## src/rtl/sap1_control_core.sv

```systemverilog
// SAP-1 control/execute core: instruction register, 6-step ring-counter sequencer and add/sub ALU.
// state | meaning: T1 PC->MAR | T2 PC++ | T3 RAM->IR | T4-T6 execute (HLT parks in T4)
module sap1_control_core (
  input  logic       clk,
  input  logic       n_clr,
  input  logic [7:0] wbus_in,
  input  logic [7:0] areg,
  input  logic [7:0] breg,
  output logic [7:0] bus_out,
  output logic       bus_oe,
  output logic       cp,
  output logic       ep,
  output logic       n_lm,
  output logic       n_ce,
  output logic       n_li,
  output logic       n_ei,
  output logic       n_la,
  output logic       ea,
  output logic       su,
  output logic       eu,
  output logic       n_lb,
  output logic       n_lo,
  output logic       hlt,
  output logic [5:0] t_state,
  output logic [3:0] opcode
);

  typedef enum logic [5:0] {
    T1 = 6'b000001,
    T2 = 6'b000010,
    T3 = 6'b000100,
    T4 = 6'b001000,
    T5 = 6'b010000,
    T6 = 6'b100000
  } state_t;

  localparam logic [3:0] OP_LDA = 4'h0;
  localparam logic [3:0] OP_ADD = 4'h1;
  localparam logic [3:0] OP_SUB = 4'h2;
  localparam logic [3:0] OP_OUT = 4'hE;
  localparam logic [3:0] OP_HLT = 4'hF;

  state_t     r_state;
  state_t     w_next;
  logic [7:0] r_ir;
  logic [7:0] w_alu;
  logic       w_halt;

  assign opcode  = r_ir[7:4];
  assign t_state = r_state;
  assign w_halt  = (r_state == T4) && (r_ir[7:4] == OP_HLT);

  always_ff @(posedge clk or negedge n_clr) begin
    if (!n_clr) r_state <= T1;
    else        r_state <= w_next;
  end

  always_ff @(posedge clk or negedge n_clr) begin
    if (!n_clr)     r_ir <= 8'h00;
    else if (!n_li) r_ir <= wbus_in;
  end

  always_comb begin
    w_next = T1;
    case (r_state)
      T1:      w_next = T2;
      T2:      w_next = T3;
      T3:      w_next = T4;
      T4:      w_next = w_halt ? T4 : T5;
      T5:      w_next = T6;
      T6:      w_next = T1;
      default: w_next = T1;
    endcase
  end

  always_comb begin
    cp   = 1'b0;
    ep   = 1'b0;
    n_lm = 1'b1;
    n_ce = 1'b1;
    n_li = 1'b1;
    n_ei = 1'b1;
    n_la = 1'b1;
    ea   = 1'b0;
    su   = 1'b0;
    eu   = 1'b0;
    n_lb = 1'b1;
    n_lo = 1'b1;
    hlt  = w_halt;
    case (r_state)
      T1: begin ep = 1'b1; n_lm = 1'b0; end
      T2: cp = 1'b1;
      T3: begin n_ce = 1'b0; n_li = 1'b0; end
      T4: begin
        case (opcode)
          OP_LDA, OP_ADD, OP_SUB: begin n_ei = 1'b0; n_lm = 1'b0; end
          OP_OUT:                 begin ea = 1'b1; n_lo = 1'b0; end
          default: ;
        endcase
      end
      T5: begin
        case (opcode)
          OP_LDA:         begin n_ce = 1'b0; n_la = 1'b0; end
          OP_ADD, OP_SUB: begin n_ce = 1'b0; n_lb = 1'b0; end
          default: ;
        endcase
      end
      T6: begin
        case (opcode)
          OP_ADD: begin eu = 1'b1; n_la = 1'b0; end
          OP_SUB: begin eu = 1'b1; su = 1'b1; n_la = 1'b0; end
          default: ;
        endcase
      end
      default: ;
    endcase
  end

  // Wraps modulo 256; SAP-1 has no carry or borrow flag.
  assign w_alu = su ? (areg - breg) : (areg + breg);

  always_comb begin
    bus_out = 8'h00;
    if (eu)         bus_out = w_alu;
    else if (!n_ei) bus_out = {4'h0, r_ir[3:0]};
  end

  assign bus_oe = eu | ~n_ei;

endmodule

```

## config.mk

```make
export PLATFORM = sky130hd
export DESIGN_NAME = sap1_control_core
export DESIGN_NICKNAME = d
export VERILOG_FILES = /design/src/rtl/sap1_control_core.sv
export SDC_FILE = /design/constraint.sdc
export NUM_CORES = 1
export LEC_CHECK = 0
export CAP_MARGIN = 20
export CORE_UTILIZATION = 45
export CTS_CLUSTER_DIAMETER = 80
export DETAILED_ROUTE_END_ITERATION = 12
export GPL_TIMING_DRIVEN = 0
export PLACE_DENSITY = 0.88
export SETUP_SLACK_MARGIN = 0.02
export SLEW_MARGIN = 10
export SYNTH_ARGS = -nofsm -noshare
export SYNTH_HDL_FRONTEND = slang
export SYNTH_SLANG_ARGS = --single-unit
```

## constraint.sdc

```tcl
create_clock -name clk -period 9 [get_ports clk]
set_input_delay 1.8 -clock clk [delete_from_list [all_inputs] [get_ports clk]]
set_output_delay 1.8 -clock clk [all_outputs]
set_load 0.02 [all_outputs]
```

# Word level (Yosys, flattened, before mapping)

Index checks and enable logic that the tools add are counted.

Bits in registers: 14
Input port bits: 26
Output and inout bits: 32
Logic and storage cells: 44

Add/subtract/negate cells: 2
Eq/ne operators: 10
Multiplexer cells: 24
Bitwise gates (word level): 2
Reductions and logical operators: 4

Operator list:

| kind                 | number |
|---|---|
| $pmux W6 S5          | 1 |
| $mux W1              | 16 |
| $mux W8              | 2 |
| $add A8 B8 Y8        | 1 |
| $eq A4 B4 Y1 const B | 2 |
| $sub A8 B8 Y8        | 1 |
| $eq A6 B1 Y1 const B | 1 |
| $eq A6 B2 Y1 const B | 1 |
| $eq A6 B3 Y1 const B | 1 |
| $eq A6 B4 Y1 const B | 1 |
| $eq A6 B5 Y1 const B | 1 |
| $eq A6 B6 Y1 const B | 1 |
| $pmux W1 S2          | 3 |
| $mux W5              | 1 |
| $eq A4 B1 Y1 const B | 1 |
| $eq A4 B2 Y1 const B | 1 |
| $logic_not A4 Y1     | 1 |
| $mux W4              | 1 |
| $reduce_or A3 Y1     | 1 |
| $reduce_or A2 Y1     | 1 |
| $logic_and A1 B1 Y1  | 1 |
| $not A1 Y1           | 1 |
| $or A1 B1 Y1         | 1 |

# Longest topological paths before layout

Gate-level depths: netlist (run 1).

Depth after elaboration: 6
Gate-level depth with buffers: 12
Gate-level depth less buffers: 10

# Worst setup path after synthesis (run 1)

Ideal clock, no wire load.

Path type: input port to output port
Start: in breg[0]
End: out bus_out[5]
Data arrival time: 3.759 ns
Required time: 7.200 ns
Slack: 3.441 ns
Stages: 9
Path buffers: 0
Cell sequence: inv_1 ha_1 mux2i_1 ha_1 nor2b_1 o31a_1 o21a_1 o21a_1 nor3_1

Cells in the longest elaborated chain, start to end: 3
Elaborated cells between the ends (all ways): 4
Those cells by class: add/sub (2); mux (2)

Ends and longest elaborated chain:

| element                                               | RTL line | text |
|---|---|---|
| from (decl)                                           | 8        | `input logic [7:0] breg,` |
| $add A8 B8 Y8 / $sub A8 B8 Y8 (equally long branches) | 120      | `assign w_alu = su ? (areg - breg) : (areg + breg);` |
| $mux W8 *                                             | 120      |  |
| $mux W8 *                                             | 124      | `if (eu) bus_out = w_alu;` |
| to (decl)                                             | 9        | `output logic [7:0] bus_out,` |

Every way passes the cells marked *; elsewhere a longest branch is shown, timed or not.

# Final worst setup path (run 1)

Same ends and word-level chain as after synthesis.

==> results of run 1 <==
registers in the layout (all words and copies together), names as in the netlist:
| signal | cells |
|---|---|
| r_ir | 8 |
| t_state | 6 |
report_power, final:
part | leakage, nW | internal, mW | switching (mW)
Sequential | 0.172 | 0.0914 | 0.0344
Clock | 0.0210 | 0.0246 | 0.0219
Combinational | 0.598 | 0.137 | 0.128
Total | 0.790 | 0.253 | 0.184
cell families (layout without fill, tap and decap cells):
family                   after synthesis  count (layout)  synth area share (%)
flip-flops                            14              14                 27.10
buffers and inverters                 16              77                 6.365
multiplexers                           9               9                 7.715
adder cells (fa/ha/maj)                9               9                 9.258
AO/OA/AOI/OAI                         32              32                 16.97
XOR/XNOR                              11              11                 7.425
AND/OR/NAND/NOR                       55              55                 25.17
final timing paths:
check / to
worst max-delay path: bus_out[5]
worst min-delay path: r_ir[0]
worst max register to register: r_ir[3]
worst min register to register: r_ir[0]
max in group asynchronous: r_ir[4]
min in group asynchronous: t_state[5]
cell usage after synthesis (2+ instances only):
master / count
o21bai_1: 2
buf_2: 3
nand3_1: 4
xnor2_1: 7
o21ai_0: 6
nand2_1: 5
ha_1: 8
a21oi_1: 6
o21a_1: 3
nor3b_1: 4
a22o_1: 3
xor2_1: 4
and4b_1: 2
buf_4: 5
nor2b_1: 2
nor3_1: 10
dfrtp_1: 13
a21o_1: 2
nand4_1: 2
mux2_2: 8
a211oi_1: 3
inv_1: 8
nor2_1: 16
critical path, stage by stage:
cell and delay [ps]:
clkdlybuf4s50_1 580, inv_1 100, ha_1 290, mux2i_1 310, ha_1 300, nor2b_1 150
o31a_1 280, o21a_1 190, o21a_1 160, nor3_1 190, clkdlybuf4s50_1 650
through the flow:
stage | area [um2] | power (mW) | utilization [%] | hold WS (ps) | setup WS (ps)
floorplan | 1297 | 0.2874 | - | 479.7 | 3441
finish | 1943 | 0.4369 | 71.08 | 518.2 | 2198
global placement | 1907 | 0.3784 | 69.75 | 488.6 | 2360
detailed placement | 1907 | 0.3880 | 69.75 | 501.4 | 2263
CTS | 1943 | 0.4366 | 71.08 | 520.7 | 2256
global route | 1943 | 0.4637 | 71.08 | 528.3 | 2066
metal layers:
layer / vias to the layer above / routed length [um] / GRT usage (%)
li1: 646 / - / -
met1: 642 / 1504 / 29.10
met2: 60 / 1893 / 43.37
met3: 6 / 195 / 1.860
met4: 0 / 47 / 9.286
met5: - / 0 / 0
layout make-up:
type                       count  area share, %
inverter                       8          1.545
clock buffer                   4          1.867
multi-input combinational    116          44.43
buffer                         8          2.704
sequential                    14          18.09
tap                           31          1.996
timing repair buffer          57          29.36
==> impl_metrics.py, run 1 <==
metrics = {
    "sta": {
        "fin_setup_tns_ps": 0,
        "hold_viol": 0,
        "max_freq_mhz": 147.0,
        "fin_crit_ps": 6802,
        "rsz0062_at_grt": "no",
        "setup_viol": 0,
        "finalCritPeriodShare_pct": 75.57,
        "tightest_slew_ps": 633.5,
        "finClkSkew_ps": 12.28,
        "relSlewSlack_pct": 57.64,
        "maxSlewViolCount": 0,
    },
    "worst_setup_path": {
        "crit_path_end_kind": "output port",
        "cp.arrival_ps": 5000,
        "ff2ff_path_depth": 4,
        "start_kind": "input port",
        "critical_path_class": "input port to output port",
        "required_ps": 7200,
        "rrSetupSlack_ps": 7370,
        "critPathMaxFanout": 4,
        "reg2reg_from": "t_state[0]",
        "cp-startpoint": "breg[0]",
    },
    "clock_tree": {
        "h-tree-depth": 1,
        "cts_buffers": 3,
        "cts_tree": "built",
        "cts.repair.resized": 0,
        "clk_latency_ps": 290,
        "cts-root-buf": "clkbuf_4",
        "cts_sinks": 14,
        "cts_hold_buffers": 0,
        "clkTransAtPathRegs_ps": 80,
        "clk_path_buf_depth": 2,
        "post-cts-setup-buffer-count": 0,
    },
    "final_layout": {
        "regArea_um2": 351.6,
        "area_growth_pct": 49.76,
        "diodes": 0,
        "nNetsFinal": 243,
        "n_fill_cell": 220,
        "layout_commonest_cell": "clkdlybuf4s50_1",
        "final_cell_mix": "clkdlybuf4s50_1 (57), nor2_1 (16), dfrtp_1 (13), nor3_1 (10)",
        "finalNonFillerCells": 238,
        "final_layout_size_suffix_gt1_share_pct": 13.04,
        "multi_input_area_um2": 863.3,
    },
    "die": {
        "io_pins": 58,
        "die_x_um": 55.70,
        "dieArea_mm2": 0.003102,
        "core_mm2": 0.002734,
        "die_h_um": 55.70,
        "rows": 19,
        "start_util_pct": 47.46,
    },
    "detailed_routing": {
        "drt_iter0_drc": 37,
        "wl_per_cell_um": 15.29,
        "ant_nets": 0,
        "via_per_inst": 5.689,
        "num_vias": 1354,
        "drcViolationCount": 0,
        "drt_wl_total_um": 3640,
        "dr.pass1.iters": 4,
    },
    "grt": {
        "grt-ovfl-total": 0,
        "grtUsageTotal_pct": 23.86,
        "antenna_found_initial": 0,
        "grt_max_degree": 15,
        "grt_first_pass_wirelength_um": 5940,
        "grt_pass1_vias": 1305,
    },
    "synth": {
        "synth_top_area_share_pct": 25.07,
        "postSynth.asyncResetShare_pct": 100.0,
        "synth_ff_type": "dfrtp_1",
        "avgSynthCellArea_um2": 8.887,
        "synth_area_leaders": "dfrtp_1 (25%), ha_1 (7.7%), mux2_2 (6.9%)",
        "netlist_area_mm2": 0.001297,
        "synth_top_area_cell": "dfrtp_1",
        "synth_edf_count": 0,
        "netlist_instances": 146,
        "ys_ff_latch": 14,
        "synth_cell_types": 43,
        "ys.warnings.count": 0,
        "ys_seq_area_share_pct": 27.10,
        "synth_nets": 181,
    },
    "power_and_ir_drop": {
        "powerDensity_mw_per_mm2": 224.8,
        "worst_ir_drop_vdd_v": 0.0002132,
        "p_leak_nw": 0.7901,
    },
    "placement": {
        "place_inst": 234,
        "place.gp.congestion": 0.9314,
        "hpwlAfterDp_um": 2821,
        "io_buffers": 57,
    },
    "worst_hold_path": {
        "min_path_cells": 1,
        "hold_class": "register to register",
        "min_from": "r_ir[0]",
    },
    "run_status": {
        "status": "completed",
    },
    "flow_run": {
        "drv_cap": 0,
    },
}
No activity file was read; power rests on OpenSTA's default activity.
==> inputs of run 2 (changes only) <==
--- a/config.mk
+++ b/config.mk
@@ -6,11 +6,11 @@
 export NUM_CORES = 1
 export LEC_CHECK = 0
 export CAP_MARGIN = 20
-export CORE_UTILIZATION = 45
+export CORE_UTILIZATION = 42
 export CTS_CLUSTER_DIAMETER = 80
 export DETAILED_ROUTE_END_ITERATION = 12
 export GPL_TIMING_DRIVEN = 0
-export PLACE_DENSITY = 0.88
+export PLACE_DENSITY = 0.84
 export SETUP_SLACK_MARGIN = 0.02
 export SLEW_MARGIN = 10
 export SYNTH_ARGS = -nofsm -noshare
==> constraint.sdc (replaced) <==
create_clock -name clk -period 6.5 [get_ports clk]
set_input_delay 1.3 -clock clk [delete_from_list [all_inputs] [get_ports clk]]
set_output_delay 1.3 -clock clk [all_outputs]
set_load 0.02 [all_outputs]
==> run 2 against run 1 <==
Compared with the run above:
- the run now ends with design-rule violations left
- wire length decreased by 2.9%
- combinational power increased by 37%
- critical path depth unchanged
- first-iteration DRC count increased by 14%
- sequential power increased by 37%
- worst setup slack got worse by 1400 ps
- design area unchanged
- critical path type unchanged
- largest power group unchanged
==> impl_metrics.py, run 2 (same netlist as run 1, synthesis figures left out) <==
metrics = {
    "power_and_ir_drop": {
        "clkPwrFrac_pct": 10.7,
        "p_leak_nw": 0.7901,
        "total_power_mw": 0.6012,
        "seq_power_share_pct": 28.8,
        "powerDensity_mw_per_mm2": 309.4,
        "p_int_mw": 0.3494,
        "p_sw_mw": 0.2518,
        "p_comb_share_pct": 60.6,
        "worst_ir_drop_vdd_v": 0.0002605,
        "swShare_pct": 41.88,
    },
    "grt": {
        "antenna_found_initial": 0,
        "grt-ovfl-total": 0,
        "grt_max_degree": 15,
        "grt_pass1_vias": 1304,
        "grt_first_pass_wirelength_um": 5713,
        "grtUsageTotal_pct": 22.45,
    },
    "detailed_routing": {
        "drt_wl_total_um": 3535,
        "drcViolationCount": 3,
        "met3_length_um": 195,
        "num_vias": 1339,
        "top_layer_used": "met4",
        "met1Wirelength_um": 1453,
        "dr.pass1.iters": 8,
        "wl_met2_um": 1860,
        "drt_iter0_drc": 42,
        "wl_per_cell_um": 14.85,
        "ant_nets": 0,
        "via_per_inst": 5.626,
    },
    "final_layout": {
        "diodes": 0,
        "layout_commonest_cell": "clkdlybuf4s50_1",
        "final_layout_size_suffix_gt1_share_pct": 13.04,
        "final_cell_mix": "clkdlybuf4s50_1 (57), nor2_1 (16), dfrtp_1 (13), nor3_1 (10)",
        "nNetsFinal": 243,
        "top_register": "r_ir",
        "fin_util_pct": 68.11,
        "finish.instance_area_mm2": 0.001943,
        "largest_register_ffs": 8,
        "area_growth_pct": 49.76,
    },
    "clock_tree": {
        "cts_tree": "built",
        "clk_path_buf_depth": 2,
        "cts_buffers": 3,
        "clkTransAtPathRegs_ps": 80,
        "h-tree-depth": 1,
        "cts.repair.resized": 0,
        "cts_sinks": 14,
        "cts-root-buf": "clkbuf_4",
        "clk_latency_ps": 290,
        "cts_hold_buffers": 0,
        "post-cts-setup-buffer-count": 0,
    },
    "worst_setup_path": {
        "cp_cell_sequence": "clkdlybuf4s50_1 > inv_1 > ha_1 > mux2i_1 > ha_1 > nor2b_1 > o31a_1 > o21a_1 > o21a_1 > nor3_1 > clkdlybuf4s50_1",
        "max_stage_delay_ps": 640,
        "start_kind": "input port",
        "critPathMaxFanout": 4,
        "required_ps": 5200,
        "cp.arrival_ps": 4420,
        "crit_path_end_kind": "output port",
        "slowest_stage": "clkdlybuf4s50_1",
        "critical_path_class": "input port to output port",
        "crit_buf_inv": 3,
        "crit_family": "buffers and inverters",
    },
    "die": {
        "io_pins": 58,
        "dieArea_mm2": 0.003315,
        "rows": 19,
        "start_util_pct": 45.48,
        "die_x_um": 57.58,
        "die_h_um": 57.58,
        "core_mm2": 0.002853,
    },
    "placement": {
        "place.gp.congestion": 0.8356,
        "io_buffers": 57,
        "hpwlAfterDp_um": 2878,
        "post_dp_cell_area_mm2": 0.001907,
    },
    "run_status": {
        "status": "finished, violations left",
        "violations": "design-rule violations",
    },
    "sta": {
        "fin_crit_ps": 5716,
        "finalCritPeriodShare_pct": 87.95,
        "max_freq_mhz": 174.9,
        "hold_viol": 0,
        "whs_ps": 523.9,
        "finClkSkew_ps": 10.36,
        "maxSlewViolCount": 0,
        "setup_viol": 0,
        "rsz0062_at_grt": "no",
        "fin_setup_tns_ps": 0,
        "relSlewSlack_pct": 56.29,
        "tightest_slew_ps": 653.7,
    },
    "flow_run": {
        "drv_cap": 0,
    },
    "worst_hold_path": {
        "hold_class": "register to register",
    },
}
[run 2: power groups by stage]
stage	Clock [mW]	Combinational, mW	Sequential, mW
final	0.0641	0.364	0.173
after global routing	0.0701	0.393	0.180
after CTS	0.0654	0.364	0.173
after detailed placement	0	0.363	0.174
after global placement	0	0.352	0.171
after floorplan	0	0.222	0.176
[run 2: routing by layer]
| metal | track usage, % | up-vias |
|---|---|---|
| met5 | 0 | - |
| met4 | 5.575 | 0 |
| met3 | 5.442 | 4 |
| met2 | 40.70 | 48 |
| met1 | 26.38 | 636 |
| li1 | - | 651 |
[run 2: metrics by stage]
step	setup slack [ps]	instances
floorplan	1941	146
global placement	854.7	234
detailed placement	789.1	234
CTS	789.1	238
global route	626.0	238
finish	783.6	238
[run 2: area by class of cell]
cell class                 instances  area [um2]
sequential                        14       351.6
buffer                             8       52.55
fill                             234       909.6
multi-input combinational        116       863.3
clock buffer                       4       36.28
inverter                           8       30.03
tap                               31       38.79
timing repair buffer              57       570.5
[run 2: worst paths after layout]
| check | cells past startpoint | endpoint | slack [ps] | start |
|---|---|---|---|---|
| worst max-delay path | 11 | bus_out[5] | 780 | breg[0] |
| worst min-delay path | 1 | r_ir[0] | 520 | r_ir[0] |
| worst max register to register | 4 | r_ir[6] | 4900 | t_state[0] |
| worst min register to register | 1 | r_ir[0] | 520 | r_ir[0] |
| max in group asynchronous | 1 | r_ir[6] | 4670 | n_clr |
| min in group asynchronous | 1 | t_state[2] | 1400 | n_clr |
==> inputs of run 3 (changes only) <==
--- a/config.mk
+++ b/config.mk
@@ -9,10 +9,10 @@
 export CORE_UTILIZATION = 42
 export CTS_CLUSTER_DIAMETER = 80
 export DETAILED_ROUTE_END_ITERATION = 12
-export GPL_TIMING_DRIVEN = 0
 export PLACE_DENSITY = 0.84
 export SETUP_SLACK_MARGIN = 0.02
 export SLEW_MARGIN = 10
 export SYNTH_ARGS = -nofsm -noshare
 export SYNTH_HDL_FRONTEND = slang
 export SYNTH_SLANG_ARGS = --single-unit
+export TNS_END_PERCENT = 5
==> run 3 against run 2 <==
Compared with the run above:
- the run still ends with design-rule violations left
- worst hold slack got worse by 8.0 ps
- via count is 3.2% lower
- utilization shrank 2.2 points
- die area did not move
- flip-flop and latch count did not move
- largest cell class unchanged
- largest power group unchanged
==> impl_metrics.py, run 3 (same netlist as run 1, synthesis figures left out) <==
metrics = {
    "grt": {
        "grt-ovfl-total": 0,
        "grt_max_degree": 15,
        "antenna_found_initial": 0,
        "grt_first_pass_wirelength_um": 5437,
        "grtUsageTotal_pct": 21.19,
        "grt_pass1_vias": 1237,
    },
    "clock_tree": {
        "cts_buffers": 3,
        "cts_sinks": 14,
        "h-tree-depth": 1,
        "cts-root-buf": "clkbuf_4",
        "post-cts-setup-buffer-count": 0,
        "cts_hold_buffers": 0,
        "cts_tree": "built",
        "clk_path_buf_depth": 2,
        "clkTransAtPathRegs_ps": 80,
        "cts.repair.resized": 0,
        "clk_latency_ps": 280,
    },
    "sta": {
        "fin_setup_tns_ps": 0,
        "setup_viol": 0,
        "finClkSkew_ps": 7.379,
        "hold_viol": 0,
        "rsz0062_at_grt": "no",
        "max_freq_mhz": 180.2,
        "relSlewSlack_pct": 57.79,
        "maxSlewViolCount": 0,
        "tightest_slew_ps": 631.1,
        "fin_crit_ps": 5549,
        "finalCritPeriodShare_pct": 85.36,
    },
    "die": {
        "dieArea_mm2": 0.003315,
        "io_pins": 58,
        "core_mm2": 0.002853,
        "die_x_um": 57.58,
        "die_h_um": 57.58,
        "rows": 19,
        "start_util_pct": 45.48,
    },
    "flow_run": {
        "drv_cap": 0,
    },
    "run_status": {
        "status": "finished, violations left",
        "violations": "design-rule violations",
    },
    "placement": {
        "place_inst": 226,
        "hpwlAfterDp_um": 2703,
        "place.gp.congestion": 0.8429,
        "post_dp_cell_area_mm2": 0.001854,
        "io_buffers": 57,
    },
    "worst_setup_path": {
        "crit_path_end_kind": "output port",
        "ff2ff_path_depth": 3,
        "slowest_stage": "clkdlybuf4s50_1",
        "reg2reg_from": "t_state[3]",
        "max_stage_delay_ps": 640,
        "crit_family": "buffers and inverters",
        "required_ps": 5200,
        "crit_buf_inv": 3,
        "start_kind": "input port",
        "cp_cell_sequence": "clkdlybuf4s50_1 > inv_1 > ha_1 > mux2i_1 > ha_1 > nor2b_1 > o31a_1 > o21a_1 > o21a_1 > nor3_1 > clkdlybuf4s50_1",
        "critical_path_class": "input port to output port",
        "cp_num_cells": 11,
        "timing.rr.end": "r_ir[4]",
        "critPathMaxFanout": 4,
        "cp.arrival_ps": 4250,
        "rrSetupSlack_ps": 4720,
    },
    "final_layout": {
        "final_cell_mix": "clkdlybuf4s50_1 (57), nor2_1 (16), dfrtp_1 (13), nor3_1 (10)",
        "top_register": "r_ir",
        "n_fill_cell": 250,
        "diodes": 0,
        "layout_commonest_cell": "clkdlybuf4s50_1",
        "nNetsFinal": 235,
        "area_growth_pct": 44.94,
        "largest_register_ffs": 8,
        "final_layout_size_suffix_gt1_share_pct": 9.045,
        "finish.instance_area_mm2": 0.001881,
        "regArea_um2": 351.6,
        "finalNonFillerCells": 230,
        "multi_input_area_um2": 863.3,
    },
    "worst_hold_path": {
        "min_from": "r_ir[1]",
        "hold-path-endpoint": "r_ir[1]",
        "hold_class": "register to register",
        "min_path_cells": 1,
    },
    "detailed_routing": {
        "drt_iter0_drc": 54,
        "dr.pass1.iters": 8,
        "num_vias": 1296,
        "via_per_inst": 5.635,
        "ant_nets": 0,
        "drt_wl_total_um": 3359,
        "wl_per_cell_um": 14.60,
        "drcViolationCount": 3,
    },
    "power_and_ir_drop": {
        "powerDensity_mw_per_mm2": 297.8,
        "worst_ir_drop_vdd_v": 0.0002344,
        "p_leak_nw": 0.7492,
    },
}
run 3: cell count changes in the layout (fill, tap and decap cells not counted):
cell,change
clkbuf_1,+1
clkbuf_8,-1
buf_2,-3
buf_4,-5
run 3: how the worst max path moves through the flow:
stage,from,to,slack [ps]
finish,breg[0],bus_out[5],950
global route,breg[0],bus_out[6],770
CTS,breg[0],bus_out[5],930
detailed placement,breg[0],bus_out[5],930
global placement,breg[2],bus_out[7],1000
floorplan,breg[0],bus_out[5],1940
run 3: cell type report:
type                            count  area share, %
Timing Repair Buffer               57          30.34
Clock buffer                        4          1.397
Inverter                            8          1.597
Multi-Input combinational cell    116          45.91
Tap cell                           31          2.063
Sequential cell                    14          18.70
run 3: per-layer routing:
layer | global-route usage (%) | wire (um) | vias to the layer above
met5 | 0 | 0 | -
met4 | 4.530 | 19 | 0
met3 | 4.762 | 202 | 2
met2 | 36.21 | 1644 | 55
met1 | 27.35 | 1492 | 606
li1 | - | - | 633
run 3: where the power goes:
| part | switching [mW] | leakage, nW | internal (mW) | total, mW |
|---|---|---|---|---|
| sequential | 0.0603 | 0.172 | 0.126 | 0.187 |
| clock | 0.0273 | 0.0150 | 0.0238 | 0.0512 |
| combinational | 0.153 | 0.563 | 0.169 | 0.322 |
| total | 0.241 | 0.749 | 0.319 | 0.560 |
run 3: per-stage QoR:
stage	worst slack (ps)	util (%)	hold WS (ps)	total power, mW
6_report	951.4	65.92	515.9	0.5600
5_1_grt	771.8	65.92	549.0	0.6003
4_1_cts	927.2	65.92	518.6	0.5628
3_5_place_dp	928.3	65.00	498.3	0.5098
3_3_place_gp	1004	65.00	493.0	0.4993
2_1_floorplan	1941	-	479.7	0.3980
run 3: worst register-to-register path, cell delays in order, from the launching register on:
cell	delay [ps]
dfrtp_1	450
nor2_1	250
nand4b_1	510
mux2_2	460
